`src/rtl/ascon_pack.sv`:
```
// Shared types and constants for the Ascon message padding front end.
package ascon_pack;

    typedef enum logic {ACCEPT, EXTRA} type_pad_state;

    localparam logic [63:0] PAD_WORD = 64'h8000_0000_0000_0000;

endpackage

```
`src/rtl/pad_mask.sv`:
```
// Combinational padder: keeps the first nbytes bytes of an MSB-first word,
// appends the 0x80 delimiter and zero-fills; counts of 8 or more pass data through.
module pad_mask
    import ascon_pack::*;
(
    input  logic [63:0] data,
    input  logic [3:0]  nbytes,
    output logic [63:0] padded
);

    logic [5:0] shamt;

    always_comb begin
        shamt = {nbytes[2:0], 3'b000};
        if (nbytes >= 4'd8) begin
            padded = data;
        end else begin
            // Bytes are MSB-first, so a right shift by 8*n moves both the keep
            // boundary and the delimiter to byte n.
            padded = (data & ~({64{1'b1}} >> shamt)) | (PAD_WORD >> shamt);
        end
    end

endmodule

```
`src/rtl/pad_block.sv`:
```
// Ascon rate padding stage: turns a stream of message words into padded
// 64-bit blocks behind a single output register with valid/ready handshakes.
module pad_block
    import ascon_pack::*;
#(
    parameter int CNT_WIDTH = 8
) (
    input  logic                 clock_i,
    input  logic                 reset_i,
    input  logic [63:0]          data_i,
    input  logic [3:0]           bytes_i,
    input  logic                 last_i,
    input  logic                 valid_i,
    output logic                 ready_o,
    output logic [63:0]          block_o,
    output logic                 block_valid_o,
    output logic                 block_last_o,
    input  logic                 block_ready_i,
    output logic [CNT_WIDTH-1:0] block_cnt_o
);

    localparam logic [CNT_WIDTH-1:0] CNT_MAX = '1;

    function automatic logic [CNT_WIDTH-1:0] sat_inc(input logic [CNT_WIDTH-1:0] v);
        return (v == CNT_MAX) ? v : v + CNT_WIDTH'(1);
    endfunction

    type_pad_state          state;
    logic                   cnt_clr;
    logic                   slot_free;
    logic                   in_xfer;
    logic                   out_xfer;
    logic                   short_last;
    logic [3:0]             mask_bytes;
    logic [63:0]            padded;
    logic [CNT_WIDTH-1:0]   cnt_base;

    assign slot_free  = !block_valid_o || block_ready_i;
    assign ready_o    = (state == ACCEPT) && slot_free && !reset_i;
    assign in_xfer    = valid_i && ready_o;
    assign out_xfer   = block_valid_o && block_ready_i;
    assign short_last = last_i && (bytes_i < 4'd8);
    // Non-final words are forwarded untouched regardless of bytes_i.
    assign mask_bytes = last_i ? bytes_i : 4'd8;
    // The counter shows the final count for one cycle after a message ends.
    assign cnt_base   = cnt_clr ? '0 : block_cnt_o;

    pad_mask u_pad_mask (
        .data   (data_i),
        .nbytes (mask_bytes),
        .padded (padded)
    );

    always_ff @(posedge clock_i) begin
        if (reset_i) begin
            state         <= ACCEPT;
            block_o       <= '0;
            block_valid_o <= 1'b0;
            block_last_o  <= 1'b0;
            block_cnt_o   <= '0;
            cnt_clr       <= 1'b0;
        end else begin
            if (out_xfer) begin
                block_cnt_o <= sat_inc(cnt_base);
                cnt_clr     <= block_last_o;
            end else begin
                block_cnt_o <= cnt_base;
                cnt_clr     <= 1'b0;
            end

            if (in_xfer) begin
                block_o       <= padded;
                block_last_o  <= short_last;
                block_valid_o <= 1'b1;
                if (last_i && !short_last) begin
                    state <= EXTRA;
                end
            end else if (state == EXTRA && slot_free) begin
                // A full final word still owes a block holding only the delimiter.
                block_o       <= PAD_WORD;
                block_last_o  <= 1'b1;
                block_valid_o <= 1'b1;
                state         <= ACCEPT;
            end else if (out_xfer) begin
                block_valid_o <= 1'b0;
            end
        end
    end

endmodule

```
`config.mk`:
```
export PLATFORM = sky130hd
export DESIGN_NAME = pad_block
export DESIGN_NICKNAME = d
export VERILOG_FILES = /design/src/rtl/ascon_pack.sv /design/src/rtl/pad_mask.sv /design/src/rtl/pad_block.sv
export SDC_FILE = /design/constraint.sdc
export NUM_CORES = 1
export LEC_CHECK = 0
export CORE_AREA = 2 2 77 79
export CTS_CLUSTER_SIZE = 24
export DETAILED_ROUTE_END_ITERATION = 10
export DIE_AREA = 0 0 79 81
export DONT_BUFFER_PORTS = 1
export PLACE_DENSITY = 0.66
export SKIP_CTS_REPAIR_TIMING = 1
export SLEW_MARGIN = 20
export SYNTH_ARGS = -nofsm -noshare
export SYNTH_HDL_FRONTEND = slang
export SYNTH_SLANG_ARGS = --single-unit
```
`constraint.sdc`:
```
create_clock -name clock_i -period 3.01 [get_ports clock_i]
set_clock_uncertainty 0.15 [all_clocks]
set_input_delay 0.4515 -clock clock_i [delete_from_list [all_inputs] [get_ports clock_i]]
set_output_delay 0.4515 -clock clock_i [all_outputs]
set_load 0.01 [all_outputs]
```
==> results.yml, run 1 <==
global_route:
  grt_use_met1: 0.236
  gr-usage-met2: 0.315
  antenna_found_initial: 0
  grt_overflow: 0
  first_global_vias: 1960
  top_usage_layer: "met2"
  grt.total_usage: 0.201
  grt_pass1_wl_um: 9830
  grt_max_degree: 57
  met3_usage: 0.0922
die:
  die_h_um: 81
  rows: 28
  die_area_um2: 6400
  ios: 148
  initial_core_util: 0.505
  die_x_um: 79
  coreArea_um2: 5680
setup_path:
  required_ns: 2.41
  critPathKind: "register to primary output"
  crit_arrival_ns: 1.82
  critPathLaunchType: "register"
  end_kind: "primary output"
  crit_path_max_fanout: 12
clock_tree:
  cts_buffer_depth: 2
  clock_sinks: 76
  cts_root_buffer: "clkbuf_8"
  clock_latency_ns: 0.34
  h-tree-depth: 3
  cts_buffers: 9
  clk_pin_slew_worst_paths_ns: 0.07
  cts_tree: "built"
power_and_ir_drop:
  ir_worst_vdd_mv: 0.323
  power_uw: 2130
  p_per_area_nw_per_um2: 681
  power.leakage_uw: 0.00118
hold_path:
  min_path_type: "input pin to register"
yosys:
  synth-compound-area-share: 0.301
  synth_ff_type: "dfxtp_1"
  synthArstFlopShare: 0
  syn_area_um2: 2870
  synth_edf_count: 0
  ys_ff_latch: 76
  synth_top_family_by_area: "compound AO/OA/AOI/OAI gates"
  yosys_warnings: 0
  avgSynthCellArea_um2: 11.5
  synth_mux_area_frac: 0.00349
  yosys.area_share.simple: 0.115
  ys_seq_area_frac: 0.531
  synth_xor_area_frac: 0
  synth-adder-area-share: 0
  syn_nets: 323
  syn_inst: 250
  synth_cell_types: 49
final_layout:
  instances_no_fill: 328
  diodes: 0
  drive_gt1_frac: 0.123
  ff_latch_area_um2: 1520
  num-fill-cells: 510
  area_growth_pct: 9.08
  multi_input_area_um2: 1220
  final_nets: 322
sta:
  finalHoldViolations: 0
  maxSlewHeadroom: 0.381
  period_minus_slack_ns: 2.42
  whs_ns: 0.0203
  post-route-period-util: 0.804
  rsz0062_at_grt: "no"
  maxSlewViolCount: 0
  worst_pin_slew_ns: 0.925
  setup_viol: 0
  finalSetupTns_ns: 0
  timing.fmax_mhz: 413
detailed_routing:
  firstDrtPassIters: 4
  ant_nets: 0
  routedWlPerCell_um: 19.4
  viasPerCell: 6.17
  vias: 2024
  drt_iter0_markers: 73
  drc: 0
  drt-total-wl_um: 6350
status:
  status: "finished clean"
place:
  gp_congestion: 0.751
  portBuffers: 0
  dp.cells: 313
  hpwl_um: 4560
run:
  timing.max_cap.violations: 0
[stage by stage]
stage | instance area, um2 | setup slack [ns] | util
finish | 3130 | 0.589 | 0.551
detailed placement | 2900 | 0.926 | 0.511
floorplan | 2870 | 1.05 | -
global placement | 2900 | 0.934 | 0.511
global route | 3130 | 0.440 | 0.551
CTS | 3130 | 0.569 | 0.551
[cell usage in the layout, fill, tap and decap left out, drive strengths merged, types with 2 or more instances in the layout]
cell type,count
and3,2
or2,3
nand3,4
a22o,55
o21ai,5
nand2,6
nor2,8
o32ai,7
nor4,4
o21bai,2
a31oi,3
dfxtp,76
clkbuf,11
nand4b,2
bufinv,2
a2111oi,5
nor2b,3
nand2b,4
or3,2
inv,17
a21oi,5
or4,2
a21o,3
[critical path, cell delays in order, from the launching register on]
cell	delay, ns
dfxtp_1	0.44
nor2b_2	0.80
nor2_1	0.24
[per-layer routing]
layer  wire length [um]  share of wire  vias to the layer above
met4                 99          0.016                        0
li1                   -              -                      956
met5                  0              0                        -
met1               2600           0.41                      956
met2               3020           0.48                       99
met3                632           0.10                       13
[cell type report]
type	count	share of cell area
clock inverters	4	0.0232
repair buffers	1	0.00240
clock buffers	11	0.0484
flip-flops and latches	76	0.487
well taps	75	0.0300
inverters	17	0.0204
multi-input cells	144	0.389
[sequential cells by signal (all words and copies together) (netlist names)]
register / count
block_o: 64
block_cnt_o: 8
block_last_o: 1
block_valid_o: 1
cnt_clr: 1
state: 1
[cell usage after synthesis (2+ instances only)]
| library cell | instances | area share |
|---|---|---|
| a21oi_1 | 5 | 0.0087 |
| inv_1 | 16 | 0.021 |
| o21bai_1 | 2 | 0.0052 |
| nor2_1 | 8 | 0.010 |
| clkbuf_1 | 3 | 0.0039 |
| nand2_1 | 6 | 0.0079 |
| a2111oi_4 | 4 | 0.038 |
| nand2b_1 | 4 | 0.0087 |
| o32ai_1 | 7 | 0.021 |
| a31oi_1 | 3 | 0.0065 |
| or3_1 | 2 | 0.0044 |
| buf_2 | 6 | 0.010 |
| a21o_1 | 3 | 0.0079 |
| a22o_1 | 55 | 0.17 |
| or4_1 | 2 | 0.0052 |
| nand4b_1 | 2 | 0.0061 |
| nand3_1 | 4 | 0.0070 |
| o21ai_0 | 4 | 0.0070 |
| nor4_4 | 3 | 0.022 |
| or2_2 | 2 | 0.0044 |
| nor2b_1 | 3 | 0.0065 |
| buf_6 | 3 | 0.012 |
| dfxtp_1 | 76 | 0.53 |
| and3_1 | 2 | 0.0044 |
[kinds of logic (layout without fill, tap and decap cells)]
| group | after synthesis | after routing |
|---|---|---|
| flip-flops | 76 | 76 |
| multiplexers | 1 | 1 |
| AO/OA/AOI/OAI | 96 | 96 |
| buffers and inverters | 30 | 33 |
| AND/OR/NAND/NOR | 47 | 47 |
[power breakdown]
group	leakage (uW)	internal (uW)	switching (uW)
registers	0.000623	1060	68.1
logic	0.000441	64.9	78.2
clock network	0.000111	506	348
total	0.00118	1630	495
[final timing paths]
kind	slack, ns	cells past startpoint	endpoint	from
worst max-delay path	0.59	2	ready_o	block_valid_o
worst min-delay path	0.02	1	block_valid_o	reset_i
worst max register to register	0.93	3	block_o[58]	block_valid_o
worst min register to register	0.36	2	block_o[60]	block_o[60]
No activity file was read; power rests on OpenSTA's default activity.
==> inputs of run 2 (changes only) <==
==> constraint.sdc (replaced) <==
create_clock -name clock_i -period 2.52 [get_ports clock_i]
set_clock_uncertainty 0.15 [all_clocks]
set_input_delay 0.378 -clock clock_i [delete_from_list [all_inputs] [get_ports clock_i]]
set_output_delay 0.378 -clock clock_i [all_outputs]
set_load 0.01 [all_outputs]
==> results.yml, run 2 (synthesis results as in run 1) <==
final_layout:
  drive_gt1_frac: 0.119
  area_growth_pct: 25.1
  layout_common_cells: "dfxtp_1, a22o_1, dlygate4sd3_1"
  diodes: 0
  largest_register: "block_o"
  final_area_um2: 3580
  num-fill-cells: 464
  final_common_cell: "dfxtp_1"
  top_regs: "block_o: 64 flops, block_cnt_o: 8 flops"
  largest_reg_flops: 64
  final_nets: 371
clock_tree:
  cts_tree: "built"
  cts_root_buffer: "clkbuf_8"
  clock_sinks: 76
  clock_latency_ns: 0.34
  clk_pin_slew_worst_paths_ns: 0.08
  cts_buffers: 9
  cts_buffer_depth: 2
  h-tree-depth: 3
die:
  die_area_um2: 6400
  ios: 148
  initial_core_util: 0.505
  coreArea_um2: 5680
  rows: 28
  die_h_um: 81
  die_x_um: 79
place:
  gp_congestion: 0.754
  dpl_cell_area_um2: 2930
  hpwl_um: 4520
  portBuffers: 0
global_route:
  grt_overflow: 0
  antenna_found_initial: 0
  grt.total_usage: 0.198
  grt_pass1_wl_um: 9670
  grt_max_degree: 30
  first_global_vias: 1924
detailed_routing:
  wl_met1_um: 2910
  met2_wirelength_um: 3530
  routedWlPerCell_um: 18.8
  ant_nets: 0
  vias: 2225
  drt-total-wl_um: 7110
  drt_iter0_markers: 72
  drc: 0
  wl_met3_um: 609
  firstDrtPassIters: 4
  viasPerCell: 5.89
  routed.top_layer: "met4"
sta:
  maxSlewViolCount: 0
  setup_viol: 0
  post-route-period-util: 0.761
  finalHoldViolations: 0
  timing.fmax_mhz: 521
  rsz0062_at_grt: "no"
  whs_ns: 0.0163
  worst_pin_slew_ns: 0.765
  finalSetupTns_ns: 0
  maxSlewHeadroom: 0.489
  period_minus_slack_ns: 1.92
status:
  status: "finished clean"
power_and_ir_drop:
  ir_worst_vdd_mv: 0.396
  p_switching_uw: 639
  p_per_area_nw_per_um2: 703
  cell_internal_pwr_uw: 1880
  pwr-share-clk: 0.368
  p_seq_frac: 0.537
  comb_power_share: 0.095
  p_sw_frac: 0.253
  power.leakage_uw: 0.00137
setup_path:
  critPathKind: "register to primary output"
  end_kind: "primary output"
  crit_arrival_ns: 1.39
  critPathLaunchType: "register"
  crit_path_max_fanout: 8
  required_ns: 1.99
run:
  timing.max_cap.violations: 0
hold_path:
  min_path_type: "input pin to register"
==> run 2: cell types whose count changed in the layout (fill, tap and decap cells not counted), sizes merged <==
cell | previous run | this run
clkinvlp | 1 | 2
clkinv | 1 | 3
dlygate4sd3 | 0 | 45
bufinv | 2 | 1
clkbuf | 11 | 10
buf | 1 | 5
==> run 2: stage by stage <==
step / util / power (uW) / setup WS, ns / cells
after global routing: 0.632 / 2640 / 0.473 / 378
final: 0.632 / 2520 / 0.601 / 378
after floorplan: - / 1520 / 0.630 / 250
after CTS: 0.552 / 2480 / 0.571 / 333
after detailed placement: 0.517 / 1560 / 0.653 / 317
after global placement: 0.517 / 1550 / 0.676 / 317
==> run 2: cell type report <==
class                           instances  area [um2]  share of cell area
Multi-Input combinational cell        144        1220               0.339
Inverter                               17        63.8              0.0178
Timing Repair Buffer                   50         488               0.136
Sequential cell                        76        1520               0.424
Clock buffer                           10         138              0.0384
Tap cell                               75        93.8              0.0262
Clock inverter                          6        63.8              0.0178
==> run 2: worst max-delay path, stage by stage (launching register included) <==
cell and delay (ns):
dfxtp_1 0.36, or2_1 0.24, buf_4 0.20, nor2_1 0.24
==> run 2: layer usage <==
| metal | vias to the layer above | track usage |
|---|---|---|
| li1 | 1054 | - |
| met1 | 1069 | 0.237 |
| met2 | 97 | 0.304 |
| met3 | 5 | 0.109 |
| met4 | 0 | 0.0672 |
| met5 | - | 0 |
==> run 2: worst paths after layout <==
kind	start	endpoint	slack, ns	depth (start not counted)
max	state	ready_o	0.60	3
min	data_i[4]	block_o[4]	0.02	1
max reg2reg	block_valid_o	block_o[8]	0.63	5
min reg2reg	block_o[61]	block_o[61]	0.36	2
==> run 2: power groups by stage <==
stage | clock (uW) | combinational, uW | sequential [uW]
floorplan | 0 | 157 | 1360
global placement | 0 | 173 | 1380
detailed placement | 0 | 178 | 1380
CTS | 952 | 178 | 1350
global route | 1020 | 261 | 1360
finish | 927 | 239 | 1350
==> inputs of run 3 (changes only) <==
==> constraint.sdc (replaced) <==
create_clock -name clock_i -period 1.8 [get_ports clock_i]
set_clock_uncertainty 0.15 [all_clocks]
set_input_delay 0.27 -clock clock_i [delete_from_list [all_inputs] [get_ports clock_i]]
set_output_delay 0.27 -clock clock_i [all_outputs]
set_load 0.01 [all_outputs]
==> results.yml, run 3 (synthesis results as in run 1) <==
setup_path:
  critPathMaxStageDelay_ns: 0.31
  cp_top_family: "simple AND/OR/NAND/NOR gates"
  required_ns: 1.38
  r2r-start: "state"
  critPathKind: "register to primary output"
  crit_path_max_fanout: 8
  critPathLaunchType: "register"
  crit_arrival_ns: 1.29
  crit_chain: "or2_1 > buf_4 > nor2_1"
  cp_num_buf_inv: 1
  reg2reg_depth: 4
  end_kind: "primary output"
  r2r_end: "block_o[12]"
  r2r_slack_ns: 0.13
  cp_slowest_cell: "dfxtp_1"
place:
  dpl_cell_area_um2: 3020
  hpwl_um: 4440
  gp_congestion: 0.743
  portBuffers: 0
  dp.cells: 323
detailed_routing:
  drc: 0
  ant_nets: 0
  routedWlPerCell_um: 18.5
  firstDrtPassIters: 4
  drt_iter0_markers: 96
  drt-total-wl_um: 7360
  viasPerCell: 5.77
  vias: 2304
final_layout:
  area_growth_pct: 33.1
  drive_gt1_frac: 0.127
  diodes: 0
  final_common_cell: "dfxtp_1"
  final_util: 0.672
  largest_register: "block_o"
  instances_no_fill: 399
  layout_common_cells: "dfxtp_1, dlygate4sd3_1, a22o_1"
  final_nets: 393
  top_regs: "block_o: 64 flops, block_cnt_o: 8 flops"
  largest_reg_flops: 64
  final_area_um2: 3820
power_and_ir_drop:
  power.leakage_uw: 0.00148
  p_per_area_nw_per_um2: 927
  ir_worst_vdd_mv: 0.618
global_route:
  gr-usage-met2: 0.292
  grt_max_degree: 32
  grt_use_met1: 0.236
  top_usage_layer: "met2"
  grt_pass1_wl_um: 9470
  antenna_found_initial: 0
  grt.total_usage: 0.193
  grt_overflow: 0
  first_global_vias: 1919
  met3_usage: 0.0922
sta:
  setup_viol: 0
  maxSlewViolCount: 0
  maxSlewHeadroom: 0.517
  finalHoldViolations: 3
  finalSetupTns_ns: 0
  whs_ns: -0.0106
  timing.fmax_mhz: 585
  rsz0062_at_grt: "no"
  post-route-period-util: 0.950
  period_minus_slack_ns: 1.71
  worst_pin_slew_ns: 0.723
die:
  die_x_um: 79
  initial_core_util: 0.505
  die_h_um: 81
  coreArea_um2: 5680
  ios: 148
  rows: 28
  die_area_um2: 6400
hold_path:
  hold_start: "reset_i"
  min_to: "block_o[63]"
  min_path_type: "input pin to register"
  min_path_cells: 2
clock_tree:
  clock_sinks: 76
  clk_pin_slew_worst_paths_ns: 0.07
  cts_buffers: 9
  h-tree-depth: 3
  cts_tree: "built"
  clock_latency_ns: 0.34
  cts_buffer_depth: 2
  cts_root_buffer: "clkbuf_8"
status:
  violations: "negative hold slack"
  status: "finished, violations left"
run:
  timing.max_cap.violations: 0
==> run 3: cell count changes in the layout (fill, tap and decap cells not counted) <==
cell           before  now
dlygate4sd3_1      45   61
buf_4               5    8
buf_12              0    3
clkinv_4            1    0
clkinvlp_4          2    1
clkinv_2            2    3
==> run 3: layer usage <==
layer	up-vias	wire length (um)
met2	113	3660
met4	0	102
met1	1086	2960
met5	-	0
li1	1093	-
met3	12	636
==> run 3: worst reg2reg max path: stages, from the launching register on <==
cell	delay (ns)
dfxtp_1	0.31
or2_1	0.23
buf_4	0.21
a2111oi_4	0.49
a22o_1	0.23
==> run 3: layout make-up <==
class,count,area [um2]
Inverter,17,63.8
Clock inverter,5,52.6
Fill cell,421,1860
Timing Repair Buffer,72,731
Multi-Input combinational cell,144,1220
Sequential cell,76,1520
Clock buffer,10,138
Tap cell,75,93.8
==> run 3: through the flow <==
step | power [uW] | setup slack [ns]
after floorplan | 2130 | 0.0179
after global placement | 2190 | 0.187
after detailed placement | 2200 | 0.134
after CTS | 3440 | 0.0848
after global routing | 3690 | 0.00913
final | 3540 | 0.0907
==> run 3: how the worst max path moves through the flow <==
stage	depth (start not counted)	to	slack, ns	startpoint
after floorplan	6	block_o[63]	0.02	reset_i
after global placement	3	block_o[63]	0.19	state
after detailed placement	4	block_o[43]	0.13	bytes_i[2]
after CTS	3	ready_o	0.08	state
after global routing	3	ready_o	0.009	state
final	3	ready_o	0.09	state
==> run 3: where the power goes <==
| part | internal, uW | switching, uW |
|---|---|---|
| sequential | 1780 | 113 |
| clock | 663 | 592 |
| combinational | 221 | 171 |
| total | 2660 | 875 |
